[config.mk]
export PLATFORM = sky130hd
export DESIGN_NAME = memory_arbiter
export DESIGN_NICKNAME = d
export VERILOG_FILES = /design/src/rtl/memory_arbiter.sv
export SDC_FILE = /design/constraint.sdc
export NUM_CORES = 1
export LEC_CHECK = 0
export BUFFER_PORTS_ARGS = -buffer_cell sky130_fd_sc_hd__buf_2
export CAP_MARGIN = 20
export CORE_UTILIZATION = 50
export DETAILED_ROUTE_END_ITERATION = 16
export PLACE_DENSITY = 0.73
export SLEW_MARGIN = 0
export SYNTH_ARGS = -nofsm -noshare
export SYNTH_HDL_FRONTEND = slang
export SYNTH_SLANG_ARGS = --single-unit
[constraint.sdc]
create_clock -name clock -period 4.6 [get_ports clock]
set_input_delay 0.92 -clock clock [delete_from_list [all_inputs] [get_ports clock]]
set_output_delay 0.92 -clock clock [all_outputs]
set_load 0.01 [all_outputs]
[src/rtl/memory_arbiter.sv]
// Round-robin arbiter sharing one downstream memory port between the fetch (i)
// and load/store (d) requesters, with one-entry request buffers and a hang timeout.
module memory_arbiter #(
  parameter int TIMEOUT = 1023
) (
  input  logic        clock,
  input  logic        reset,
  input  logic        imemory_valid,
  input  logic        imemory_instr,
  input  logic [31:0] imemory_addr,
  input  logic [31:0] imemory_wdata,
  input  logic [3:0]  imemory_wstrb,
  output logic [31:0] imemory_rdata,
  output logic        imemory_error,
  output logic        imemory_ready,
  input  logic        dmemory_valid,
  input  logic        dmemory_instr,
  input  logic [31:0] dmemory_addr,
  input  logic [31:0] dmemory_wdata,
  input  logic [3:0]  dmemory_wstrb,
  output logic [31:0] dmemory_rdata,
  output logic        dmemory_error,
  output logic        dmemory_ready,
  output logic        memory_valid,
  output logic        memory_instr,
  output logic [31:0] memory_addr,
  output logic [31:0] memory_wdata,
  output logic [3:0]  memory_wstrb,
  input  logic [31:0] memory_rdata,
  input  logic        memory_error,
  input  logic        memory_ready,
  output logic [0:0]  debug_state
);

  // Handshake: requester *_valid and memory_valid are single-cycle pulses; a
  // response is qualified only by the one-cycle *_ready pulse, data holds otherwise.

  localparam int CW = $clog2(TIMEOUT + 1);
  localparam logic [CW-1:0] CNT_LAST = CW'(TIMEOUT - 1);
  localparam logic [0:0] IDLE = 1'b0;
  localparam logic [0:0] BUSY = 1'b1;

  logic [0:0]    state;
  logic          grant_d;
  logic [CW-1:0] cnt;

  logic          pi_valid, pi_instr;
  logic [31:0]   pi_addr, pi_wdata;
  logic [3:0]    pi_wstrb;
  logic          pd_valid, pd_instr;
  logic [31:0]   pd_addr, pd_wdata;
  logic [3:0]    pd_wstrb;

  logic          done, inflight_i, inflight_d, cap_i, cap_d;
  logic          avail_i, avail_d, grant_any, pick_d;
  logic          sel_instr;
  logic [31:0]   sel_addr, sel_wdata;
  logic [3:0]    sel_wstrb;

  assign debug_state = state;

  // The granted port is released in its completion cycle, so a new request
  // arriving then is captured rather than dropped.
  assign done       = (state == BUSY) && (memory_ready || (cnt == CNT_LAST));
  assign inflight_i = (state == BUSY) && !grant_d && !done;
  assign inflight_d = (state == BUSY) &&  grant_d && !done;
  assign cap_i      = imemory_valid && !pi_valid && !inflight_i;
  assign cap_d      = dmemory_valid && !pd_valid && !inflight_d;
  assign avail_i    = (state == IDLE) && (pi_valid || imemory_valid);
  assign avail_d    = (state == IDLE) && (pd_valid || dmemory_valid);
  assign grant_any  = avail_i || avail_d;
  // grant_d doubles as "last granted": on a tie the other port wins.
  assign pick_d     = avail_d && (!avail_i || !grant_d);

  always_comb begin
    sel_instr = 1'b0;
    sel_addr  = '0;
    sel_wdata = '0;
    sel_wstrb = '0;
    if (pick_d) begin
      if (pd_valid) begin
        sel_instr = pd_instr; sel_addr = pd_addr; sel_wdata = pd_wdata; sel_wstrb = pd_wstrb;
      end else begin
        sel_instr = dmemory_instr; sel_addr = dmemory_addr;
        sel_wdata = dmemory_wdata; sel_wstrb = dmemory_wstrb;
      end
    end else if (pi_valid) begin
      sel_instr = pi_instr; sel_addr = pi_addr; sel_wdata = pi_wdata; sel_wstrb = pi_wstrb;
    end else begin
      sel_instr = imemory_instr; sel_addr = imemory_addr;
      sel_wdata = imemory_wdata; sel_wstrb = imemory_wstrb;
    end
  end

  always_ff @(posedge clock or negedge reset) begin
    if (!reset) begin
      state         <= IDLE;
      grant_d       <= 1'b0;
      cnt           <= '0;
      pi_valid      <= 1'b0; pi_instr <= 1'b0; pi_addr <= '0; pi_wdata <= '0; pi_wstrb <= '0;
      pd_valid      <= 1'b0; pd_instr <= 1'b0; pd_addr <= '0; pd_wdata <= '0; pd_wstrb <= '0;
      imemory_rdata <= '0; imemory_error <= 1'b0; imemory_ready <= 1'b0;
      dmemory_rdata <= '0; dmemory_error <= 1'b0; dmemory_ready <= 1'b0;
      memory_valid  <= 1'b0; memory_instr <= 1'b0;
      memory_addr   <= '0; memory_wdata <= '0; memory_wstrb <= '0;
    end else begin
      imemory_ready <= 1'b0;
      dmemory_ready <= 1'b0;
      memory_valid  <= 1'b0;

      if (grant_any && !pick_d) begin
        pi_valid <= 1'b0;
      end else if (cap_i) begin
        pi_valid <= 1'b1; pi_instr <= imemory_instr; pi_addr <= imemory_addr;
        pi_wdata <= imemory_wdata; pi_wstrb <= imemory_wstrb;
      end

      if (grant_any && pick_d) begin
        pd_valid <= 1'b0;
      end else if (cap_d) begin
        pd_valid <= 1'b1; pd_instr <= dmemory_instr; pd_addr <= dmemory_addr;
        pd_wdata <= dmemory_wdata; pd_wstrb <= dmemory_wstrb;
      end

      case (state)
        IDLE: begin
          if (grant_any) begin
            memory_valid <= 1'b1;
            memory_instr <= sel_instr;
            memory_addr  <= sel_addr;
            memory_wdata <= sel_wdata;
            memory_wstrb <= sel_wstrb;
            cnt          <= '0;
            grant_d      <= pick_d;
            state        <= BUSY;
          end
        end
        BUSY: begin
          // A real response beats a timeout landing in the same cycle.
          if (memory_ready) begin
            if (grant_d) begin
              dmemory_rdata <= memory_rdata; dmemory_error <= memory_error; dmemory_ready <= 1'b1;
            end else begin
              imemory_rdata <= memory_rdata; imemory_error <= memory_error; imemory_ready <= 1'b1;
            end
            state <= IDLE;
          end else if (cnt == CNT_LAST) begin
            if (grant_d) begin
              dmemory_rdata <= '0; dmemory_error <= 1'b1; dmemory_ready <= 1'b1;
            end else begin
              imemory_rdata <= '0; imemory_error <= 1'b1; imemory_ready <= 1'b1;
            end
            state <= IDLE;
          end else begin
            cnt <= cnt + 1'b1;
          end
        end
        default: state <= IDLE;
      endcase
    end
  end

endmodule
# Word-level counts from Yosys, hierarchy flattened
# Cells that the tools add are included.
[totals] ff_bits=290 output_inout_bits=139 elab_cells=118
[op_classes] add_sub_neg=1 n_eq_ne=4 muxes=49 bitwise=4 reduce_logical=36
[ops] cell="32-bit 2-to-1 mux" count=14
[ops] cell="10-bit 2-to-1 mux" count=3
[ops] cell="1-bit 2-to-1 mux" count=27
[ops] cell="10-bit one-hot mux with 2 select lines" count=1
[ops] cell="1-bit logical AND" count=14
[ops] cell="4-bit 2-to-1 mux" count=3
[ops] cell="10-bit by 1-bit adder with 10-bit output (second input constant)" count=1
[ops] cell="10-bit == test (second input constant)" count=1
[ops] cell="3-bit AND reduction" count=3
[ops] cell="1-bit logical NOT" count=8
[ops] cell="2-bit != test (second input constant)" count=3
[ops] cell="2-bit AND reduction" count=3
[ops] cell="2-bit nonzero test" count=3
[ops] cell="1-bit logical OR" count=5
[ops] cell="1-bit inverter" count=4
[ops] cell="1-bit one-hot mux with 2 select lines" count=1

# Longest topological paths before layout
[logic_depth] ltp_word=9 depth_mapped=7

# Least setup slack after synthesis
# Ideal clock, no wire load.
[synth_timing] path_type="input -> register" from="input dmemory_valid" to="register pi_addr[0]" t_arrival_ns=2.316 required_ns=4.475 path_slack_ns=2.159 stages=5 path_cell_list="nor2_1 o21ba_2 a2111oi_4 buf_6 mux2_4"
[synth_via] elab_chain_cells=7 word_cells_on_any_way=8 cone_classes="bitwise: 1; reduce/logical: 7"
[synth_rtl] item="start: declaration" line="16" source="input logic dmemory_valid,"
[synth_rtl] item="1-bit logical OR (*)" line="70" source="assign avail_d = (state == IDLE) && (pd_valid || dmemory_valid);"
[synth_rtl] item="1-bit logical AND (*)" line="70"
[synth_rtl] item="1-bit logical AND" line="73" source="assign pick_d = avail_d && (!avail_i || !grant_d);"
[synth_rtl] item="1-bit logical NOT" line="111" source="if (grant_any && !pick_d) begin"
[synth_rtl] item="1-bit logical AND (*)" line="111"
[synth_rtl] item="1-bit inverter (no source line) (*)"
[synth_rtl] item="2-bit AND reduction (no source line) (*)"
[synth_rtl] item="end signal: assignment" line="100" source="pi_valid <= 1'b0; pi_instr <= 1'b0; pi_addr <= '0; pi_wdata <= '0; pi_wstrb <= '0;"
[synth_rtl] item="end signal: assignment" line="114" source="pi_valid <= 1'b1; pi_instr <= imemory_instr; pi_addr <= imemory_addr;"
[synth_rtl] item="end: declaration" line="48" source="logic [31:0] pi_addr, pi_wdata;"
# Mark *: on every way between the ends. The rest lies on a longest branch, timed or not.
# A chain may end at the register's enable or synchronous reset.

# Final worst setup path
[layout_timing] from="register pd_valid" to="register pi_addr[29]"
[layout_via] elab_chain_cells=7 word_cells_on_any_way=8 cone_classes="bitwise: 1; reduce/logical: 7"
[layout_rtl] item="start: declaration" line="50" source="logic pd_valid, pd_instr;"
[layout_rtl] item="start signal: assignment" line="101" source="pd_valid <= 1'b0; pd_instr <= 1'b0; pd_addr <= '0; pd_wdata <= '0; pd_wstrb <= '0;"
[layout_rtl] item="start signal: assignment" line="119" source="pd_valid <= 1'b0;"
[layout_rtl] item="start signal: assignment" line="121" source="pd_valid <= 1'b1; pd_instr <= dmemory_instr; pd_addr <= dmemory_addr;"
[layout_rtl] item="1-bit logical OR (*)" line="70"
[layout_rtl] item="1-bit logical AND (*)" line="70"
[layout_rtl] item="1-bit logical AND" line="73"
[layout_rtl] item="1-bit logical NOT" line="111"
[layout_rtl] item="1-bit logical AND (*)" line="111"
[layout_rtl] item="1-bit inverter (no source line) (*)"
[layout_rtl] item="2-bit AND reduction (no source line) (*)"
# Marked as above.

==> reports/metrics.yaml <==
postCtsSetupBuffers: 0
multi_input_comb_area_mm2: 0.00526
layout-drive-gt1-share_pct: 40.8
seqPwrFrac_pct: 39.1
status: "complete, no violations"
total_switching_power_w: 0.00425
post-synth-top-area-fraction_pct: 56.4
max-cap-violations: 0
yosys_warnings: 0
post-place-ws_ps: 1530
post-layout-total-power_w: 0.0120
timing.reg2reg.worst_path_depth: 5
num-nets-final: 1438
relSlewSlack_pct: 23.4
flop_to_flop_setup_slack_ps: 1650
drt_iter0_markers: 746
power.share.switching_pct: 35.5
synth.largest_area_cell: "sky130_fd_sc_hd__dfrtp_1"
detailedPlacementHpwl_um: 20900
gp_congestion: 0.759
floorplan.die.height_um: 162
layout-area-overhead-vs-synth_pct: 22.8
timing.hold.worst.class: "input port to asynchronous set/reset pin"
setup_viol_count_final: 0
grt_antenna_before_repair: 13
ys_ff_latch: 290
critPathRequiredTime_ps: 5020
globalRouteTotalUtil_pct: 24.8
numPortBuffers: 314
post_synth_instance_area_mm2: 0.0129
cts.clk_slew.worst_paths_ps: 60
synthTopCellsByArea: "sky130_fd_sc_hd__dfrtp_1, sky130_fd_sc_hd__mux2_4, sky130_fd_sc_hd__mux2i_1"
max_slew.worst_pin.slew_ps: 1150
finalClockSkew_ps: 12.9
finalCritPeriodShare_pct: 64.1
fp.dieArea_mm2: 0.0264
vias_per_cell: 5.71
max_vdd_drop_mv: 0.363
ios: 315
worstPathMaxFanout: 70
ys_dominant_reg_cell: "sky130_fd_sc_hd__dfrtp_1"
hold_violations: 0
cts_buffers: 31
numClockSinks: 290
rsz0062_at_grt: "no"
layout_setup_ws_ps: 1650
most_common_cell_after_layout_fill_and_taps_aside: "sky130_fd_sc_hd__buf_2"
finalMaxSlewViolations: 0
row_count: 58
grt.overflow.total: 0
power.density_mw_per_mm2: 758
design.core.area_mm2: 0.0252
combinationalPowerShare_pct: 39.8
clock_power_share_pct: 21.1
worst_skew_pair.late_latency_ps: 550
cts_resized: 0
synthesis.area_per_instance_um2: 13.2
synthesis.instances: 974
final_wirelength_um: 32800
fillCellCount: 1981
timing.critical_path.to_type: "register"
die_x_um: 162
syn-num-nets: 1152
regArea_mm2: 0.00726
average_wire_per_standard_cell_um: 20.2
reg_to_reg_critical_path_endpoint: "pi_addr[29]"
synth_enable_flop_cells: 0
async_reset_ff_share_pct: 100
arrival_time_of_data_at_the_critical_path_endpoint_ps: 3370
first_global_vias: 9419
setup_tns_ps: 0
worst-setup-path-type: "register to register"
synth-seq-area-share_pct: 56.4
timing.rr.start: "pd_valid"
leakage_nw: 7.45
drc: 0
final_cell_mix: "sky130_fd_sc_hd__buf_2, sky130_fd_sc_hd__dfrtp_1, sky130_fd_sc_hd__mux2i_1, sky130_fd_sc_hd__nand2_1, sky130_fd_sc_hd__mux2_2"
wire_length_of_the_first_global_routing_pass_um: 51500
crit_path_start_kind: "register"
cts-hold-fix-buffers: 0
htree_levels: 1
cell_internal_pwr_w: 0.00773
final.min_clock_period_ps: 2950
final_core_util_pct: 62.7
clock_tree_from_tritoncts: "done"
detail-route-antenna-nets: 0
grt_max_degree: 113
vias: 9259
drt_pre_antenna_iters: 5
initial_core_util_pct: 51.1
synth_cell_type_count: 44
fmax_mhz: 339
cts_root_buffer: "sky130_fd_sc_hd__clkbuf_16"
fin_hold_ws_ps: 360
cts-root-to-sink-buffers: 3
cell type report:
| type | count | share of cell area (%) |
|---|---|---|
| Sequential cell | 290 | 46.0 |
| Multi-Input combinational cell | 601 | 33.3 |
| Timing Repair Buffer | 329 | 11.2 |
| Clock buffer | 41 | 5.59 |
| Tap cell | 330 | 2.61 |
| Clock inverter | 15 | 1.02 |
| Inverter | 7 | 0.166 |
| Antenna cell | 9 | 0.143 |
stage by stage:
stage | cells | area, um2
global placement | 1556 | 14700
global route | 1618 | 15800
detailed placement | 1556 | 14700
CTS | 1612 | 15700
finish | 1622 | 15800
floorplan | 974 | 12900
cell families (layout without fill, tap and decap cells):
logic type / count (synthesis) / count (layout) / share of synthesized area [%]
adder cells (fa/ha/maj): 2 / 2 / 0.194
multiplexers: 228 / 228 / 20.8
XOR/XNOR: 2 / 2 / 0.136
flip-flops: 290 / 290 / 56.4
other: 0 / 9 / 0
buffers and inverters: 83 / 392 / 2.99
AND/OR/NAND/NOR: 162 / 162 / 6.22
AO/OA/AOI/OAI: 207 / 207 / 13.2
registers in the layout, indices dropped and copies added, names as in the netlist:
| name | cells |
|---|---|
| cnt | 10 |
| debug_state | 1 |
| dmemory_error | 1 |
| dmemory_rdata | 32 |
| dmemory_ready | 1 |
| grant_d | 1 |
| imemory_error | 1 |
| imemory_rdata | 32 |
| imemory_ready | 1 |
| memory_addr | 32 |
| memory_instr | 1 |
| memory_valid | 1 |
| memory_wdata | 32 |
| memory_wstrb | 4 |
| pd_addr | 32 |
| pd_instr | 1 |
| pd_valid | 1 |
| pd_wdata | 32 |
| pd_wstrb | 4 |
| pi_addr | 32 |
| pi_instr | 1 |
| pi_valid | 1 |
| pi_wdata | 32 |
| pi_wstrb | 4 |
synthesized netlist by cell type (3+ instances only):
library cell               count
sky130_fd_sc_hd__a211oi_1     52
sky130_fd_sc_hd__a22o_1       64
sky130_fd_sc_hd__a31oi_1       3
sky130_fd_sc_hd__buf_1         6
sky130_fd_sc_hd__buf_2         7
sky130_fd_sc_hd__buf_6         7
sky130_fd_sc_hd__clkbuf_1     55
sky130_fd_sc_hd__dfrtp_1     290
sky130_fd_sc_hd__inv_1         6
sky130_fd_sc_hd__mux2_1        9
sky130_fd_sc_hd__mux2_2       69
sky130_fd_sc_hd__mux2_4       60
sky130_fd_sc_hd__mux2i_1      90
sky130_fd_sc_hd__nand2_1      80
sky130_fd_sc_hd__nand3_1       5
sky130_fd_sc_hd__nor2_1       10
sky130_fd_sc_hd__nor2b_1      52
sky130_fd_sc_hd__nor3_1        4
sky130_fd_sc_hd__o21ai_0       6
sky130_fd_sc_hd__o221ai_1     44
sky130_fd_sc_hd__o31ai_1      26
power by group through the flow:
stage               Combinational [W]  Sequential, W  Clock (W)
floorplan                     0.00320        0.00467          0
global placement              0.00465        0.00465          0
detailed placement            0.00479        0.00469          0
CTS                           0.00480        0.00468    0.00258
global route                  0.00520        0.00483    0.00269
finish                        0.00477        0.00468    0.00253
worst max path at each step:
stage                        startpoint              end  slack [ps]  depth (start not counted)
final                          pd_valid      pi_addr[29]        1650                          5
after global routing           pd_valid  memory_wstrb[1]        1530                          5
after CTS                      pd_valid      pi_addr[26]        1630                          5
after detailed placement   memory_ready     pd_wdata[26]        1530                          6
after global placement    imemory_valid      pd_wdata[6]        1580                          6
after floorplan           dmemory_valid       pi_addr[0]        2160                          5
critical path, cell delays in order (launching register included):
cell and delay (ps):
sky130_fd_sc_hd__dfrtp_4 930, sky130_fd_sc_hd__nor2_1 260, sky130_fd_sc_hd__o21ba_2 280, sky130_fd_sc_hd__a2111oi_4 390
sky130_fd_sc_hd__buf_12 470, sky130_fd_sc_hd__mux2_1 380
metal layers:
metal | wire length [um] | part of all wire (%) | track usage, % | up-vias
li1 | - | - | - | 4210
met1 | 13700 | 42 | 32.4 | 4648
met2 | 15400 | 47 | 39.9 | 339
met3 | 2920 | 8.9 | 7.54 | 54
met4 | 812 | 2.5 | 7.38 | 8
met5 | 43 | 0.13 | 0 | -
Note: power is estimated with default switching activity, not from simulation.
